### src/rtl/lf_ssp_sample_tx_if.sv
// lf_ssp_sample_tx_if: sample input and SSP output bundle of the LF sample transmitter
interface lf_ssp_sample_tx_if #(
    parameter int FIFO_DEPTH = 4
);
    logic enable;
    logic [7:0] sample;
    logic sample_valid;
    logic ssp_clk;
    logic ssp_frame;
    logic ssp_din;
    logic [$clog2(FIFO_DEPTH):0] fifo_level;
    logic overflow;
    modport master (
        output enable, sample, sample_valid,
        input ssp_clk, ssp_frame, ssp_din, fifo_level, overflow
    );
    modport slave (
        input enable, sample, sample_valid,
        output ssp_clk, ssp_frame, ssp_din, fifo_level, overflow
    );
endinterface

### src/rtl/lf_ssp_sample_tx.sv
// lf_ssp_sample_tx: FIFO-buffered serializer of LF ADC samples onto the SSP pins
// Macro LF_SSP_TX_OVF_FLAG_EN prepends an "overflow since previous word" flag bit to each word.
module lf_ssp_sample_tx #(
    parameter int FIFO_DEPTH = 4,
    parameter int CLK_DIV = 2
) (
    input logic pck0,
    input logic rst,
    lf_ssp_sample_tx_if.slave bus
);
    localparam int AW = $clog2(FIFO_DEPTH);
    localparam int LW = AW + 1;
    localparam int CW = $clog2(CLK_DIV + 1);
`ifdef LF_SSP_TX_OVF_FLAG_EN
    localparam int NB = 9;
`else
    localparam int NB = 8;
`endif
    typedef enum logic [1:0] {IDLE, LOAD, SHIFT_LO, SHIFT_HI} state_t;
    state_t state, state_n;
    logic [7:0] mem [FIFO_DEPTH];
    logic [AW-1:0] wp, rp;
    logic [LW-1:0] level;
    logic [NB-1:0] sh, sh_n;
    logic [3:0] bc, bc_n;
    logic [CW-1:0] hc, hc_n;
    logic clk_r, clk_n, frame_r, frame_n, din_r, din_n, ovf;
    logic full, pop, push, drop, half_done;
`ifdef LF_SSP_TX_OVF_FLAG_EN
    logic flag, flag_n;
    // a drop coinciding with the LOAD capture lands in the next word
    assign flag_n = drop || (flag && !pop);
`endif

    assign full = level == LW'(FIFO_DEPTH);
    assign pop = state == LOAD;
    assign push = bus.sample_valid && bus.enable && (!full || pop);
    assign drop = bus.sample_valid && bus.enable && full && !pop;
    assign half_done = hc == CW'(CLK_DIV - 1);
    assign bus.ssp_clk = clk_r;
    assign bus.ssp_frame = frame_r;
    assign bus.ssp_din = din_r;
    assign bus.fifo_level = level;
    assign bus.overflow = ovf;

    always_comb begin
        state_n = state;
        sh_n = sh;
        bc_n = bc;
        hc_n = hc;
        clk_n = clk_r;
        frame_n = frame_r;
        din_n = din_r;
        case (state)
            IDLE: begin
                {clk_n, frame_n, din_n} = 3'b000;
                state_n = level != '0 ? LOAD : IDLE;
            end
            LOAD: begin
`ifdef LF_SSP_TX_OVF_FLAG_EN
                sh_n = {flag, mem[rp]};
`else
                sh_n = mem[rp];
`endif
                bc_n = 4'(NB - 1);
                hc_n = '0;
                {clk_n, frame_n} = 2'b01;
                din_n = sh_n[NB-1];
                state_n = SHIFT_LO;
            end
            SHIFT_LO: begin
                hc_n = half_done ? '0 : hc + 1'b1;
                clk_n = half_done;
                state_n = half_done ? SHIFT_HI : SHIFT_LO;
            end
            SHIFT_HI: begin
                hc_n = half_done ? '0 : hc + 1'b1;
                if (half_done && bc != '0) begin
                    sh_n = sh << 1;
                    bc_n = bc - 1'b1;
                    {clk_n, frame_n} = 2'b00;
                    din_n = sh_n[NB-1];
                    state_n = SHIFT_LO;
                end else if (half_done) begin
                    {clk_n, frame_n, din_n} = 3'b000;
                    state_n = level != '0 ? LOAD : IDLE;
                end
            end
            default: state_n = IDLE;
        endcase
    end

    // enable low behaves like reset: flush, abort the word, clear overflow
    always_ff @(posedge pck0) begin
        if (rst || !bus.enable) begin
            state <= IDLE;
            wp <= '0;
            rp <= '0;
            level <= '0;
            sh <= '0;
            bc <= '0;
            hc <= '0;
            clk_r <= 1'b0;
            frame_r <= 1'b0;
            din_r <= 1'b0;
            ovf <= 1'b0;
`ifdef LF_SSP_TX_OVF_FLAG_EN
            flag <= 1'b0;
`endif
        end else begin
            state <= state_n;
            wp <= wp + AW'(push);
            rp <= rp + AW'(pop);
            level <= level + LW'(push) - LW'(pop);
            sh <= sh_n;
            bc <= bc_n;
            hc <= hc_n;
            clk_r <= clk_n;
            frame_r <= frame_n;
            din_r <= din_n;
            ovf <= ovf | drop;
`ifdef LF_SSP_TX_OVF_FLAG_EN
            flag <= flag_n;
`endif
        end
    end

    always_ff @(posedge pck0) begin
        if (push) mem[wp] <= bus.sample;
    end
endmodule

### src/flat_wrapper.sv
// flat-port wrapper written by rule: the top's interface ports become plain ports
module lf_ssp_sample_tx_flat 
#(
    parameter int FIFO_DEPTH = 4,
    parameter int CLK_DIV = 2
)
  (pck0, rst, bus_enable, bus_sample, bus_sample_valid, bus_ssp_clk, bus_ssp_frame, bus_ssp_din, bus_fifo_level, bus_overflow);
  lf_ssp_sample_tx_if #(.FIFO_DEPTH(FIFO_DEPTH)) bus_i ();
  input logic pck0;
  input logic rst;
  input wire logic [$bits(bus_i.enable)-1:0] bus_enable;
  input wire logic [$bits(bus_i.sample)-1:0] bus_sample;
  input wire logic [$bits(bus_i.sample_valid)-1:0] bus_sample_valid;
  output wire logic [$bits(bus_i.ssp_clk)-1:0] bus_ssp_clk;
  output wire logic [$bits(bus_i.ssp_frame)-1:0] bus_ssp_frame;
  output wire logic [$bits(bus_i.ssp_din)-1:0] bus_ssp_din;
  output wire logic [$bits(bus_i.fifo_level)-1:0] bus_fifo_level;
  output wire logic [$bits(bus_i.overflow)-1:0] bus_overflow;
  assign bus_i.enable = bus_enable;
  assign bus_i.sample = bus_sample;
  assign bus_i.sample_valid = bus_sample_valid;
  assign bus_ssp_clk = bus_i.ssp_clk;
  assign bus_ssp_frame = bus_i.ssp_frame;
  assign bus_ssp_din = bus_i.ssp_din;
  assign bus_fifo_level = bus_i.fifo_level;
  assign bus_overflow = bus_i.overflow;
  lf_ssp_sample_tx #(.FIFO_DEPTH(FIFO_DEPTH), .CLK_DIV(CLK_DIV)) u_core (.pck0(pck0), .rst(rst), .bus(bus_i));
endmodule
### config.mk
export PLATFORM = sky130hd
export DESIGN_NAME = lf_ssp_sample_tx_flat
export DESIGN_NICKNAME = d
export VERILOG_FILES = /design/src/rtl/lf_ssp_sample_tx_if.sv /design/src/rtl/lf_ssp_sample_tx.sv /design/src/flat_wrapper.sv
export SDC_FILE = /design/constraint.sdc
export NUM_CORES = 1
export LEC_CHECK = 0
export ABC_AREA = 1
export BUFFER_PORTS_ARGS = -buffer_cell sky130_fd_sc_hd__buf_2
export CAP_MARGIN = 25
export CORE_ASPECT_RATIO = 0.8
export CORE_UTILIZATION = 35
export CTS_BUF_LIST = sky130_fd_sc_hd__clkbuf_2
export DETAILED_ROUTE_END_ITERATION = 10
export PLACE_DENSITY = 0.47
export SYNTH_ARGS = -nofsm -noshare
export SYNTH_HDL_FRONTEND = slang
export SYNTH_SLANG_ARGS = --single-unit
### constraint.sdc
create_clock -name pck0 -period 4.1 [get_ports pck0]
set_input_delay 0 -clock pck0 [delete_from_list [all_inputs] [get_ports pck0]]
set_output_delay 0 -clock pck0 [all_outputs]
set_load 0.02 [all_outputs]
==> metrics <==
status=complete, no violations; Setup Crit Path Kind=flip-flop to flip-flop; RSZ-0062 raised after global routing=no; Area after DPL=0.00271 sq mm; # fillers=709; post-route cell area=0.00300 sq mm; asr flop ratio synth=0; Required @ worst endpoint=4.52 ns; Post-synth EDFFs=32; grt total ovfl=0; count leader, synth=nand2_1; Initial Utilization=0.367; crit path buf inv count=4; CP arrival=2.38 ns; Peak Freq=510 MHz; clock buffer depth=2; Lkg Pwr=1.29 nW; clk slew on worst S/H paths=0.19 ns; Ports=19; # DRC=0; Final Critical Period=1.96 ns; Routed Antenna Nets=0; clock sinks=58; worst skew pair latency=0.47 ns; worst min-delay path class=primary input to flip-flop; Port Buffer Count=18; Core Box Area=0.00699 sq mm; max-cap violations=0; vias per cell=4.71; Layout area overhead=17.1%; post-synth top area cell=edfxtp_1; die area=0.00768 sq mm; H-tree depth=3; Pwr per Cell Area=376 mW/mm^2; largest net degree at the start of global routing=19; Synth Cell Area=0.00257 sq mm; 1st-pass router iterations=4; Synth top area share=0.374; CP most frequent cell=inv_1; first-pass GRT wire length=9150 microns; Placed Cells=371; worst-path cell chain=inv_2 > nor2_4 > inv_4 > nand3_1 > nand2_2 > inv_1 > ha_1 > fa_1 > inv_1 > o21ai_0 > a21oi_1; Die Y-Extent=78.6 microns; WL final=5600 microns; Root Buffer=clkbuf_2; vias post-DR=1,902; max_slew headroom=0.546; Mapped Cells=275; Syn Area/Cell=9.33 sq um; Top FF cell, synth=edfxtp_1; Die X=97.7 microns; Max Slew Vio Count=0; CTS resizes=0; final hold slack=0.280 ns; clock skew=0.0203 ns; max incr delay on CP=0.40 ns; Post-DP HPWL=3900 microns; dpl ws=1.79 ns; diode count=0; Routed WL per cell=13.9 microns; share of cells above drive strength 1=0.174; flop and latch count out of synthesis=58; slowest cell on the critical path=dfxtp_1; Worst Path Max Fanout=17; register area share after synthesis=0.577; largest cells by area after synthesis=edfxtp_1 37%, dfxtp_1 20%, nand2_1 11%; GP Congestion=0.797; Slew @ Worst Pin=0.680 ns; vias in the first global route=1,700; total track usage=0.164; Initial DRC Count=90; top post-synthesis cells by count=77 x nand2_1, 32 x edfxtp_1, 29 x inv_1; setup tns final=0 ns; final worst slack=2.14 ns; Layout Nets=330; Final Setup Violations=0; number of CTS-inserted buffers=9; CTS tree=done; kind of cell adding the most delay to the critical path=adder cells; endpoints failing hold=0; Worst setup EP type=flip-flop; final worst-path cycle share=0.478; startpoint types=flip-flop; post-synth net total=293; post-synth cell types=34; VDD IR max=0.202 mV; Yosys warnings=0; row count=27; initial antenna violation count=0; final std cells w/o fill=404
state kept, by name, indices dropped and copies added, names as in the netlist:
register	count
u_core.bus.overflow	1
u_core.rp	2
u_core.mem	32
u_core.wp	2
u_core.bus.ssp_clk	1
u_core.state	2
u_core.sh	7
u_core.bus.ssp_din	1
u_core.bc	4
u_core.bus.ssp_frame	1
u_core.hc	2
u_core.bus.fifo_level	3
path summary, 6_finish.rpt:
kind / start / endpoint / slack, ns / cells after the start
max: u_core.state[0] / u_core.bus.fifo_level[2] / 2.14 / 11
min: bus_sample[0] / u_core.mem[3][0] / 0.28 / 2
max reg2reg: u_core.state[0] / u_core.bus.fifo_level[2] / 2.14 / 11
min reg2reg: u_core.sh[0] / u_core.sh[0] / 0.47 / 2
metrics by stage:
step / total power [W] / utilization
finish: 0.00113 / 0.430
floorplan: 0.000673 / -
detailed placement: 0.000695 / 0.387
global placement: 0.000696 / 0.387
CTS: 0.00114 / 0.427
global route: 0.00118 / 0.430
worst reg2reg max path, delay by kind of cell, from the launching register on:
family | cells | cell delay, ns
AND/OR/NAND/NOR | 3 | 0.35
buffers and inverters | 4 | 0.42
adder cells (fa/ha/maj) | 2 | 0.54
flip-flops | 1 | 0.40
AO/OA/AOI/OAI | 2 | 0.21
what timing repair did:
item	4_1_cts	5_1_grt
endpoints found under the hold margin	45	0
hold buffers	13	0
buffers inserted	0	0
layout make-up:
type / instances / area, sq um / area share
flip-flops and latches: 58 / 1480 / 0.493
repair buffers: 35 / 240 / 0.0800
clock buffers: 9 / 45.0 / 0.0150
clock inverters: 7 / 103 / 0.0342
inverters: 33 / 128 / 0.0425
well taps: 87 / 109 / 0.0362
multi-input cells: 175 / 898 / 0.299
cells by family (layout without fill, tap and decap cells):
kind of cell / after synthesis / in the layout / synth area share
DFF: 58 / 58 / 0.577
and+or+nand+nor: 141 / 141 / 0.253
AOI/OAI and AO/OA: 25 / 25 / 0.0551
xor gates and xnor gates: 3 / 3 / 0.0102
adders and majority gates: 6 / 6 / 0.0322
buffers and inverters: 42 / 84 / 0.0726
power by group:
group / switching, W / internal (W)
registers: 0.00000468 / 0.000621
logic: 0.0000397 / 0.0000259
clock network: 0.000230 / 0.000207
total: 0.000275 / 0.000854
routing by layer:
layer / up-vias / part of all wire / track usage
met2: 43 / 0.42 / 0.233
met1: 879 / 0.52 / 0.231
li1: 978 / - / -
met5: - / 0 / 0
met3: 2 / 0.053 / 0.0570
met4: 0 / 0.0054 / 0.0591
placed cells by master, fill, tap and decap left out, types with 2 or more instances in the layout:
| master | Yosys | final |
|---|---|---|
| a21oi_2 | 3 | 3 |
| o21ai_0 | 7 | 7 |
| or2_0 | 2 | 2 |
| edfxtp_1 | 32 | 32 |
| clkinv_4 | 0 | 3 |
| ha_1 | 5 | 5 |
| a21oi_1 | 12 | 12 |
| nor2_1 | 21 | 21 |
| nand3_2 | 2 | 2 |
| nor2_4 | 2 | 2 |
| inv_2 | 2 | 2 |
| clkbuf_2 | 0 | 9 |
| nand3_1 | 20 | 20 |
| dlygate4sd3_1 | 0 | 13 |
| bufinv_16 | 0 | 2 |
| nand2_2 | 2 | 2 |
| dfxtp_1 | 26 | 26 |
| nor3_1 | 4 | 4 |
| nand3b_1 | 2 | 2 |
| nand4_1 | 5 | 5 |
| xnor2_1 | 2 | 2 |
| nand2_1 | 77 | 77 |
| inv_1 | 29 | 29 |
| buf_2 | 5 | 22 |
(Power assumes the default switching activity.)
